**src/rtl/nibble_serial_addsub.sv**
```systemverilog
// Multi-cycle add/subtract: one 4-bit slice reused WIDTH/4 times, with the carry
// held in a flip-flop between passes. START/DONE handshake to a sequencer.

module addsub_slice4 (
  input  logic [3:0] i_a,
  input  logic [3:0] i_b,
  input  logic       i_ci,
  output logic [3:0] o_s,
  output logic       o_co
);
  assign {o_co, o_s} = {1'b0, i_a} + {1'b0, i_b} + {4'b0, i_ci};
endmodule

module nibble_serial_addsub #(
  parameter int WIDTH = 16
) (
  input  logic             i_clk,
  input  logic             i_rst,
  input  logic             i_start,
  input  logic             i_sub,
  input  logic [WIDTH-1:0] i_a,
  input  logic [WIDTH-1:0] i_b,
  output logic             o_busy,
  output logic             o_done,
  output logic [WIDTH-1:0] o_y,
  output logic             o_co
);
  localparam int N  = WIDTH / 4;
  localparam int CW = (N > 1) ? $clog2(N) : 1;
  localparam logic [CW-1:0] LAST = CW'(N - 1);

  typedef enum logic [1:0] {S_IDLE, S_RUN, S_DONE} state_t;

  state_t              r_state, w_next;
  logic                w_load, w_last;
  logic [N-1:0][3:0]   r_a, r_bx, r_acc, r_y, w_res;
  logic [CW-1:0]       r_cnt;
  logic                r_carry, r_co;
  logic [3:0]          w_s;
  logic                w_c;

  assign w_last = (r_cnt == LAST);

  always_ff @(posedge i_clk or posedge i_rst) begin
    if (i_rst) r_state <= S_IDLE;
    else       r_state <= w_next;
  end

  // BUSY/DONE decode from the state register only, so no input reaches an output.
  always_comb begin
    w_next = r_state;
    w_load = 1'b0;
    o_busy = 1'b0;
    o_done = 1'b0;
    case (r_state)
      S_IDLE: if (i_start) begin
        w_load = 1'b1;
        w_next = S_RUN;
      end
      S_RUN: begin
        o_busy = 1'b1;
        if (w_last) w_next = S_DONE;
      end
      S_DONE: begin
        o_done = 1'b1;
        w_load = i_start;
        w_next = i_start ? S_RUN : S_IDLE;
      end
      default: w_next = S_IDLE;
    endcase
  end

  addsub_slice4 u_slice (
    .i_a  (r_a[r_cnt]),
    .i_b  (r_bx[r_cnt]),
    .i_ci (r_carry),
    .o_s  (w_s),
    .o_co (w_c)
  );

  always_comb begin
    w_res        = r_acc;
    w_res[r_cnt] = w_s;
  end

  // Subtract as A + ~B + 1: invert B and preload the carry with SUB.
  always_ff @(posedge i_clk or posedge i_rst) begin
    if (i_rst) begin
      r_a     <= '0;
      r_bx    <= '0;
      r_acc   <= '0;
      r_y     <= '0;
      r_cnt   <= '0;
      r_carry <= 1'b0;
      r_co    <= 1'b0;
    end else if (w_load) begin
      r_a     <= i_a;
      r_bx    <= i_b ^ {WIDTH{i_sub}};
      r_carry <= i_sub;
      r_cnt   <= '0;
    end else if (r_state == S_RUN) begin
      r_acc   <= w_res;
      r_carry <= w_c;
      r_cnt   <= r_cnt + 1'b1;
      if (w_last) begin
        r_y  <= w_res;
        r_co <= w_c;
      end
    end
  end

  assign o_y  = r_y;
  assign o_co = r_co;
endmodule

```
**config.mk**
```make
export PLATFORM = sky130hd
export DESIGN_NAME = nibble_serial_addsub
export DESIGN_NICKNAME = d
export VERILOG_FILES = /design/src/rtl/nibble_serial_addsub.sv
export SDC_FILE = /design/constraint.sdc
export NUM_CORES = 1
export LEC_CHECK = 0
export ABC_AREA = 1
export BUFFER_PORTS_ARGS = -buffer_cell sky130_fd_sc_hd__buf_2
export CAP_MARGIN = 20
export CORE_MARGIN = 8
export CORE_UTILIZATION = 25
export DETAILED_ROUTE_END_ITERATION = 7
export GPL_TIMING_DRIVEN = 1
export PLACE_DENSITY = 0.47
export SYNTH_ARGS = -nofsm -noshare
export SYNTH_HDL_FRONTEND = slang
export SYNTH_SLANG_ARGS = --single-unit
```
**constraint.sdc**
```tcl
create_clock -name i_clk -period 2.3 [get_ports i_clk]
set_input_delay 0.345 -clock i_clk [delete_from_list [all_inputs] [get_ports i_clk]]
set_output_delay 0.345 -clock i_clk [all_outputs]
set_load 0.02 [all_outputs]
```
==> run_results.csv, run 1 <==
group,metric,value,unit
run_status,status,"finished, final reports clean",
yosys,yosysWarnings,0,
route,drt_wl_total,8080,um
die,ioPinCount,55,
die,die_w,129,um
power_and_ir_drop,internal-power,4.11,mW
timing,finalSetupViolations,0,
power_and_ir_drop,max-vdd-ir-drop,639,uV
clocking,tritoncts,"built",
die,num_rows,41,
place,hpwlAfterDp,5860,um
power_and_ir_drop,pwr-share-comb,0.509,
route,wl_per_cell,13.3,um
route,drt_iter0_drc,250,
place,placed_cells,591,
finish,post_layout_nonfiller_instances,609,
finish,fin_util,0.323,
worst_hold_path,hp-class,"in -> async",
grt,gr-total-overflow,0,
power_and_ir_drop,p_leak,2.00,nW
route,dr_total_vias,2583,
grt,antenna_found_initial,0,
yosys,synthTopCellsByArea,"dfrtp_1, nand2_1, o21ai_0",
grt,grt_pass1_vias,2711,
route,ant_nets,0,
die,coreArea,0.0125,mm2
timing,clock.fmax,457,MHz
clocking,path_clk_slew,50,ps
timing,slew_headroom,0.529,
timing,slew_viol_final,0,
critical_path,cp_max_fo,8,
clocking,clk_path_buf_depth,2,
yosys,synth_fp_nets,414,
flow_run,maxCapViolCount,0,
finish,multi_input_area,0.00140,mm2
die,die_y,129,um
clocking,cts_buffers,9,
yosys,syn-mean-instance-area,8.60,um2
die,dieArea,0.0165,mm2
timing,min_period_over_period,0.951,
route,dr.pass1.iters,4,
timing,setup-tns-final,0,ps
timing,finClkSkew,8.57,ps
place,gp_congestion,0.764,
finish,diodes,0,
route,avgViaCountPerCell,4.24,
finish,layout-drive-gt1-share,0.252,
finish,layout.nets,477,
yosys,synth_cells,369,
timing,final_hold_viol_count,0,
die,start_util,0.253,
clocking,clkSinkCount,66,
critical_path,worstSetupPathType,"reg -> reg",
clocking,root_buffer,"clkbuf_16",
clocking,ctsHoldBuffers,0,
power_and_ir_drop,p_per_area,1750,mW/mm2
yosys,syn_area,0.00317,mm2
power_and_ir_drop,switching_share,0.419,
critical_path,crit_arrival,2390,ps
yosys,ys_ff_latch,66,
clocking,clk_latency,330,ps
finish,syn_to_final_growth,27.6,%
finish,ff_latch_area,0.00165,mm2
power_and_ir_drop,p_switching,2.97,mW
timing,fin_hold_ws,121,ps
clocking,htree_levels,3,
yosys,yosysTopAreaCellShare,0.521,
finish,fill_cells,1385,
timing,worst_slew_pin_slew,705,ps
yosys,synth_area_leader_cell,"dfrtp_1",
grt,grt_max_degree,42,
timing,finalCriticalPeriod,2190,ps
grt,grt_pass1_wl,13700,um
critical_path,ff2ff_path_depth,8,
critical_path,crit_path_start_kind,"register",
power_and_ir_drop,p_seq_frac,0.289,
critical_path,cp_data_required_time,2500,ps
grt,grt_usage,0.106,
timing,rsz0062_at_grt,"true",
critical_path,crit_path_end_kind,"register",
place,numPortBuffers,54,
route,remaining_drc_errors,0,
yosys,synth.distinct_cells,25,
power_and_ir_drop,power,7.08,mW
yosys,ys_seq_area_frac,0.521,
power_and_ir_drop,clkPwrFrac,0.202,
## layout by cell type, fill, tap and decap left out, drive strengths merged
cell and n:
nand2 133, buf 68, dfrtp 66, o21ai 58
nor2 20, inv 18, xnor2 17, nand3 15
clkbuf 15, o22ai 8, ha 7, a21oi 4
or2 3, fa 2, and2 1, clkinv 1
bufinv 1
## timing repair
action / CTS / global route
pin swaps: 2 / 3
gates resized for setup: 3 / 21
hold endpoints to repair: 0 / 0
setup buffers: 0 / 2
endpoints found under the setup margin: 8 / 21
## final cells by class
class                           instances  share of cell area
Inverter                               19              0.0192
Multi-Input combinational cell        268               0.345
Sequential cell                        66               0.408
Tap cell                              172              0.0532
Timing Repair Buffer                   68              0.0959
Clock inverter                          1             0.00742
Clock buffer                           15              0.0711
## through the flow
stage	area, um2	setup WS, ps
2_1_floorplan	3180	12.9
3_3_place_gp	3660	4.08
3_5_place_dp	3660	-136
4_1_cts	3990	20.1
5_1_grt	4050	-22.2
6_report	4050	113
## worst max-delay path: stages, from the launching register on
cell     delay, ps
dfrtp_2        460
o21ai_1        170
o22ai_2        110
fa_2           430
fa_2           410
xnor2_4        240
nand2_1         90
o21ai_2         70
o21ai_0         80
## worst paths after layout
kind | startpoint | end | slack (ps)
setup / recovery | r_cnt[0]$_DFFE_PP0P_ | o_y[2]$_DFFE_PP0P_ | 110
hold / removal | i_rst | r_state[0]$_DFFE_PP0P_ | 120
setup reg to reg | r_cnt[0]$_DFFE_PP0P_ | o_y[2]$_DFFE_PP0P_ | 110
hold reg to reg | o_y[5]$_DFFE_PP0P_ | o_y[5]$_DFFE_PP0P_ | 470
max in group asynchronous | i_rst | r_a[13]$_DFFE_PP0P_ | 1550
min in group i_clk | i_a[4] | r_a[4]$_DFFE_PP0P_ | 210
## logic make-up (layout without fill, tap and decap cells)
family / after synthesis / in the layout / share of synthesized area
buf+inv: 35 / 103 / 0.0588
flops: 66 / 66 / 0.521
xor+xnor: 17 / 17 / 0.0469
compound gates: 70 / 70 / 0.114
simple gates: 172 / 172 / 0.220
fa+ha+maj: 9 / 9 / 0.0402
## power groups by stage
stage	combinational (mW)	sequential, mW	clock (mW)
CTS	3.42	2.03	1.47
global route	4.15	2.11	1.53
finish	3.60	2.04	1.43
global placement	3.20	2.03	0
detailed placement	3.27	2.05	0
floorplan	2.27	2.12	0
## routing by layer
layer	global-route usage	vias to the layer above	part of all wire
met5	0	-	0
li1	-	1315	-
met2	0.159	63	0.46
met4	0.0318	0	0.0047
met1	0.134	1201	0.47
met3	0.0484	4	0.060
## sequential cells by signal (all words and copies together), names as in the netlist
register and count:
o_y 16, r_a 16, r_bx 16, r_acc 12
r_cnt 2, r_state 2, o_co 1, r_carry 1
## synth_stat cells, drive strengths merged
master and number:
inv 18, fa 2, buf 15, clkinv 1
xnor2 17, and2 1, o22ai 8, dfrtp 66
or2 3, nand2 133, o21ai 58, nor2 20
clkbuf 1, nand3 15, a21oi 4, ha 7
(Power assumes the default switching activity.)
==> run 2, diff against run 1 <==
--- a/config.mk
+++ b/config.mk
@@ -8,11 +8,13 @@
 export ABC_AREA = 1
 export BUFFER_PORTS_ARGS = -buffer_cell sky130_fd_sc_hd__buf_2
 export CAP_MARGIN = 20
+export CELL_PAD_IN_SITES_DETAIL_PLACEMENT = 0
+export CELL_PAD_IN_SITES_GLOBAL_PLACEMENT = 1
 export CORE_MARGIN = 8
 export CORE_UTILIZATION = 25
 export DETAILED_ROUTE_END_ITERATION = 7
 export GPL_TIMING_DRIVEN = 1
-export PLACE_DENSITY = 0.47
+export PLACE_DENSITY = 0.58
 export SYNTH_ARGS = -nofsm -noshare
 export SYNTH_HDL_FRONTEND = slang
 export SYNTH_SLANG_ARGS = --single-unit
==> run 2 against run 1 <==
Sequential cell count stayed put. First-iteration DRC count down 61%. Die area did not move. Combinational power hardly changed. Sequential share of layout area rose by 0.056 points. Fmax shrank 1.3%. Total power decreased by 1.5%. Utilization barely moved. Sequential power about the same. Clock skew is 4.2 ps lower.
==> run_results.csv, run 2 (synthesized netlist as in run 1, its figures left out) <==
group,metric,value,unit
die,ioPinCount,55,
finish,fin_util,0.323,
die,start_util,0.253,
grt,gr-total-overflow,0,
worst_hold_path,hp-class,"in -> async",
timing,fin_hold_ws,68.6,ps
clocking,root_buffer,"clkbuf_16",
timing,worst_slew_pin_slew,480,ps
grt,antenna_found_initial,0,
critical_path,crit_path_end_kind,"register",
flow_run,maxCapViolCount,0,
critical_path,cp_data_required_time,2500,ps
clocking,htree_levels,3,
timing,slew_headroom,0.680,
critical_path,worstSetupPathType,"reg -> reg",
critical_path,cp_max_fo,7,
clocking,clk_latency,330,ps
critical_path,crit_path_start_kind,"register",
finish,ff_latch_area,0.00165,mm2
grt,grt_usage,0.106,
finish,multi_input_area,0.00139,mm2
route,dr.pass1.iters,4,
power_and_ir_drop,power,6.97,mW
power_and_ir_drop,p_leak,2.00,nW
place,gp_congestion,0.736,
clocking,clk_path_buf_depth,2,
timing,finalSetupViolations,0,
route,dr_total_vias,2531,
grt,grt_max_degree,67,
grt,grt_pass1_wl,13800,um
die,die_w,129,um
place,dpl_cell_area,0.00369,mm2
timing,finalCriticalPeriod,2220,ps
power_and_ir_drop,max-vdd-ir-drop,542,uV
run_status,status,"finished, final reports clean",
timing,slew_viol_final,0,
power_and_ir_drop,p_per_area,1720,mW/mm2
timing,final_hold_viol_count,0,
finish,mostFrequentLayoutCell,"nand2_1",
route,ant_nets,0,
route,wl_per_cell,13.1,um
finish,most-common-layout-cells,"nand2_1, dfrtp_1, buf_2",
timing,finClkSkew,4.38,ps
finish,layout-drive-gt1-share,0.253,
timing,rsz0062_at_grt,"true",
finish,diodes,0,
critical_path,crit_arrival,2410,ps
clocking,tritoncts,"built",
finish,stdcell_area,0.00404,mm2
route,avgViaCountPerCell,4.14,
route,remaining_drc_errors,0,
clocking,clkSinkCount,66,
grt,grt_pass1_vias,2731,
timing,fin_ws,84.8,ps
place,pre_cts_ws,-124,ps
route,drt_wl_total,8020,um
die,num_rows,41,
place,numPortBuffers,54,
die,coreArea,0.0125,mm2
route,drt_iter0_drc,98,
critical_path,reg2reg_setup_slack,80,ps
clocking,ctsHoldBuffers,0,
die,dieArea,0.0165,mm2
place,hpwlAfterDp,5700,um
timing,min_period_over_period,0.963,
finish,fill_cells,1386,
clocking,cts_buffers,9,
finish,layout.nets,480,
timing,clock.fmax,451,MHz
clocking,path_clk_slew,50,ps
finish,syn_to_final_growth,27.5,%
die,die_y,129,um
-- run 2: cell count changes in the layout (fill, tap and decap cells not counted), sizes merged --
cell / delta
buf: +3
clkbuf: -3
clkinv: +2
-- run 2: worst max-delay path, cell delays in order, from the launching register on --
cell and delay, ps:
dfrtp_2 460, buf_4 160, nor2_1 70, o22ai_1 100, fa_2 380, fa_2 430, xnor2_4 230, nand2_1 90
o21ai_2 70, o21ai_0 90
-- run 2: worst paths after layout --
kind | endpoint | startpoint | depth (start not counted)
min in group i_clk | r_a[9]$_DFFE_PP0P_ | i_a[9] | 3
hold reg to reg | o_y[13]$_DFFE_PP0P_ | o_y[13]$_DFFE_PP0P_ | 2
hold / removal | o_y[0]$_DFFE_PP0P_ | i_rst | 3
setup / recovery | r_acc[10]$_DFFE_PP0P_ | r_cnt[0]$_DFFE_PP0P_ | 9
setup reg to reg | r_acc[10]$_DFFE_PP0P_ | r_cnt[0]$_DFFE_PP0P_ | 9
max in group asynchronous | o_y[1]$_DFFE_PP0P_ | i_rst | 3
-- run 2: where the power goes --
group	switching, mW	internal, mW	leakage [nW]
clock	0.469	0.858	0.142
combinational	2.14	1.46	1.04
sequential	0.322	1.72	0.821
-- run 2: layer usage --
layer / vias up / global-route usage / wire [um]
met5: - / 0 / 0
met4: 0 / 0.0332 / 94
met1: 1163 / 0.133 / 3900
met2: 45 / 0.168 / 3570
met3: 7 / 0.0376 / 463
li1: 1316 / - / -
-- run 2: per-stage QoR --
| stage | setup TNS, ps | std cells |
|---|---|---|
| after floorplan | 0 | 369 |
| after detailed placement | -679 | 594 |
| after global placement | -1.32 | 594 |
| after global routing | -257 | 611 |
| after CTS | 0 | 609 |
| final | 0 | 611 |
-- run 2: repair_timing --
action	4_1_cts	5_1_grt
gates resized for setup	3	18
pin swaps	2	3
buffers inserted	0	2
setup endpoints to repair	10	17
-- run 2: final cells by class --
class | count | share of cell area
well taps | 172 | 0.0532
flip-flops and latches | 66 | 0.409
inverters | 19 | 0.0192
clock buffers | 12 | 0.0610
clock inverters | 3 | 0.00990
multi-input cells | 268 | 0.343
repair buffers | 71 | 0.105
==> run 3, diff against run 2 <==
--- a/config.mk
+++ b/config.mk
@@ -6,7 +6,7 @@
 export NUM_CORES = 1
 export LEC_CHECK = 0
 export ABC_AREA = 1
-export BUFFER_PORTS_ARGS = -buffer_cell sky130_fd_sc_hd__buf_2
+export BUFFER_PORTS_ARGS = -buffer_cell sky130_fd_sc_hd__clkbuf_2
 export CAP_MARGIN = 20
 export CELL_PAD_IN_SITES_DETAIL_PLACEMENT = 0
 export CELL_PAD_IN_SITES_GLOBAL_PLACEMENT = 1
==> run 3 against run 2 <==
Sequential cell count is the same. Critical path type unchanged. Setup slack worse by 7.4 ps. Sequential share of layout area down 0.92 points. Largest cell class unchanged. Global-route usage is 0.41 points lower. Sequential power barely moved. Highest routed layer unchanged. Total power rose by 5.6%.
==> run_results.csv, run 3 (synthesized netlist as in run 1, its figures left out) <==
group,metric,value,unit
run_status,status,"finished, final reports clean",
critical_path,path_cells,"inv_4, o21ai_2, o22ai_2, fa_2, fa_2, xnor2_4, nand2_1, o21ai_2, o21ai_0",
power_and_ir_drop,max-vdd-ir-drop,589,uV
clocking,clk_latency,330,ps
critical_path,worstSetupPathType,"reg -> reg",
critical_path,crit_path_start_kind,"register",
place,pre_cts_ws,-108,ps
critical_path,cp_slowest_stage_delay,460,ps
route,dr.pass1.iters,4,
timing,fin_ws,77.4,ps
route,remaining_drc_errors,0,
place,dpl_cell_area,0.00370,mm2
route,drt_wl_total,7890,um
power_and_ir_drop,p_leak,2.04,nW
die,die_y,129,um
clocking,root_buffer,"clkbuf_16",
grt,grt_pass1_wl,13100,um
timing,min_period_over_period,0.966,
clocking,clkSinkCount,66,
place,numPortBuffers,54,
route,avgViaCountPerCell,4.13,
grt,gr-total-overflow,0,
route,drt_iter0_drc,131,
timing,rsz0062_at_grt,"true",
critical_path,ff2ff_path_depth,9,
finish,most-common-layout-cells,"nand2_1, dfrtp_1, clkbuf_2",
finish,ff_latch_area,0.00165,mm2
route,dr_total_vias,2534,
grt,grt_max_degree,67,
die,dieArea,0.0165,mm2
critical_path,cp_max_fo,7,
clocking,clk_path_buf_depth,2,
power_and_ir_drop,power,7.36,mW
route,ant_nets,0,
die,die_w,129,um
finish,multi_input_area,0.00142,mm2
timing,slew_viol_final,0,
die,start_util,0.253,
worst_hold_path,hp-class,"in -> async",
finish,stdcell_area,0.00414,mm2
place,gp_congestion,0.743,
clocking,htree_levels,3,
timing,worst_slew_pin_slew,525,ps
finish,diodes,0,
grt,grt_pass1_vias,2630,
timing,fin_hold_ws,72.5,ps
power_and_ir_drop,p_per_area,1780,mW/mm2
critical_path,cp_data_required_time,2500,ps
die,ioPinCount,55,
critical_path,crit_arrival,2430,ps
critical_path,cp_slowest_cell,"fa_2",
timing,clock.fmax,450,MHz
finish,layout.nets,481,
grt,antenna_found_initial,0,
critical_path,r2r-end,"o_y[6]$_DFFE_PP0P_",
flow_run,maxCapViolCount,0,
timing,finalSetupViolations,0,
clocking,tritoncts,"built",
finish,layout-drive-gt1-share,0.272,
clocking,path_clk_slew,60,ps
critical_path,crit_path_end_kind,"register",
clocking,cts_buffers,9,
die,num_rows,41,
timing,finClkSkew,5.95,ps
timing,final_hold_viol_count,0,
die,coreArea,0.0125,mm2
route,wl_per_cell,12.9,um
finish,mostFrequentLayoutCell,"nand2_1",
finish,fill_cells,1399,
critical_path,r2r-start,"r_cnt[0]$_DFFE_PP0P_",
place,hpwlAfterDp,5640,um
timing,slew_headroom,0.650,
grt,grt_usage,0.102,
timing,finalCriticalPeriod,2220,ps
clocking,ctsHoldBuffers,0,
critical_path,reg2reg_setup_slack,80,ps
finish,syn_to_final_growth,30.4,%
-- run 3: cell types whose count changed in the layout (fill, tap and decap cells not counted), moves of 2 or more --
cell,delta
o21ai_0,-4
buf_2,-54
clkbuf_1,-2
clkbuf_2,+54
o21ai_2,+2
bufinv_16,+2
clkinv_4,+2
o21ai_1,+2
-- run 3: area by class of cell --
type,count,area share
multi-input cells,268,0.342
well taps,172,0.0520
flip-flops and latches,66,0.400
inverters,19,0.0188
clock inverters,7,0.0284
clock buffers,9,0.0544
repair buffers,72,0.104
-- run 3: routing by layer --
layer	part of all wire	GRT usage	wire length [um]
met1	0.48	0.126	3790
met5	0	0	0
met3	0.048	0.0310	382
met4	0.011	0.0394	89
met2	0.46	0.163	3630
-- run 3: worst max-delay path: cells and delay by family (launching register included) --
kind | cells | cell delay (ps)
XOR/XNOR | 1 | 220
AND/OR/NAND/NOR | 1 | 90
AO/OA/AOI/OAI | 4 | 370
buffers and inverters | 1 | 80
flip-flops | 1 | 450
adder cells (fa/ha/maj) | 2 | 890
-- run 3: per-stage QoR --
step / setup TNS [ps] / std cells / util
floorplan: 0 / 369 / -
global placement: 0 / 595 / 0.296
detailed placement: -558 / 595 / 0.296
CTS: 0 / 611 / 0.324
global route: -278 / 613 / 0.330
finish: 0 / 613 / 0.330
-- run 3: timing repair --
item,CTS,global route
endpoints found under the hold margin,0,0
buffers inserted,0,2
pin swaps,1,3
endpoints found under the setup margin,12,21
resized for setup,3,28
-- run 3: where the power goes --
group          total (mW)  switching [mW]  internal (mW)
combinational        3.76            2.20           1.56
clock                1.57           0.509           1.06
sequential           2.03           0.319           1.72
total                7.36            3.03           4.33
-- run 3: worst max path at each step --
stage / slack (ps) / cells past startpoint / end / from
2_1_floorplan: 10 / 10 / r_acc[10]$_DFFE_PP0P_ / r_cnt[0]$_DFFE_PP0P_
3_3_place_gp: 2 / 9 / r_acc[10]$_DFFE_PP0P_ / r_cnt[0]$_DFFE_PP0P_
3_5_place_dp: -110 / 9 / r_acc[10]$_DFFE_PP0P_ / r_cnt[0]$_DFFE_PP0P_
4_1_cts: 3 / 9 / r_acc[9]$_DFFE_PP0P_ / r_cnt[0]$_DFFE_PP0P_
5_1_grt: -50 / 9 / o_y[6]$_DFFE_PP0P_ / r_cnt[0]$_DFFE_PP0P_
6_report: 80 / 9 / o_y[6]$_DFFE_PP0P_ / r_cnt[0]$_DFFE_PP0P_
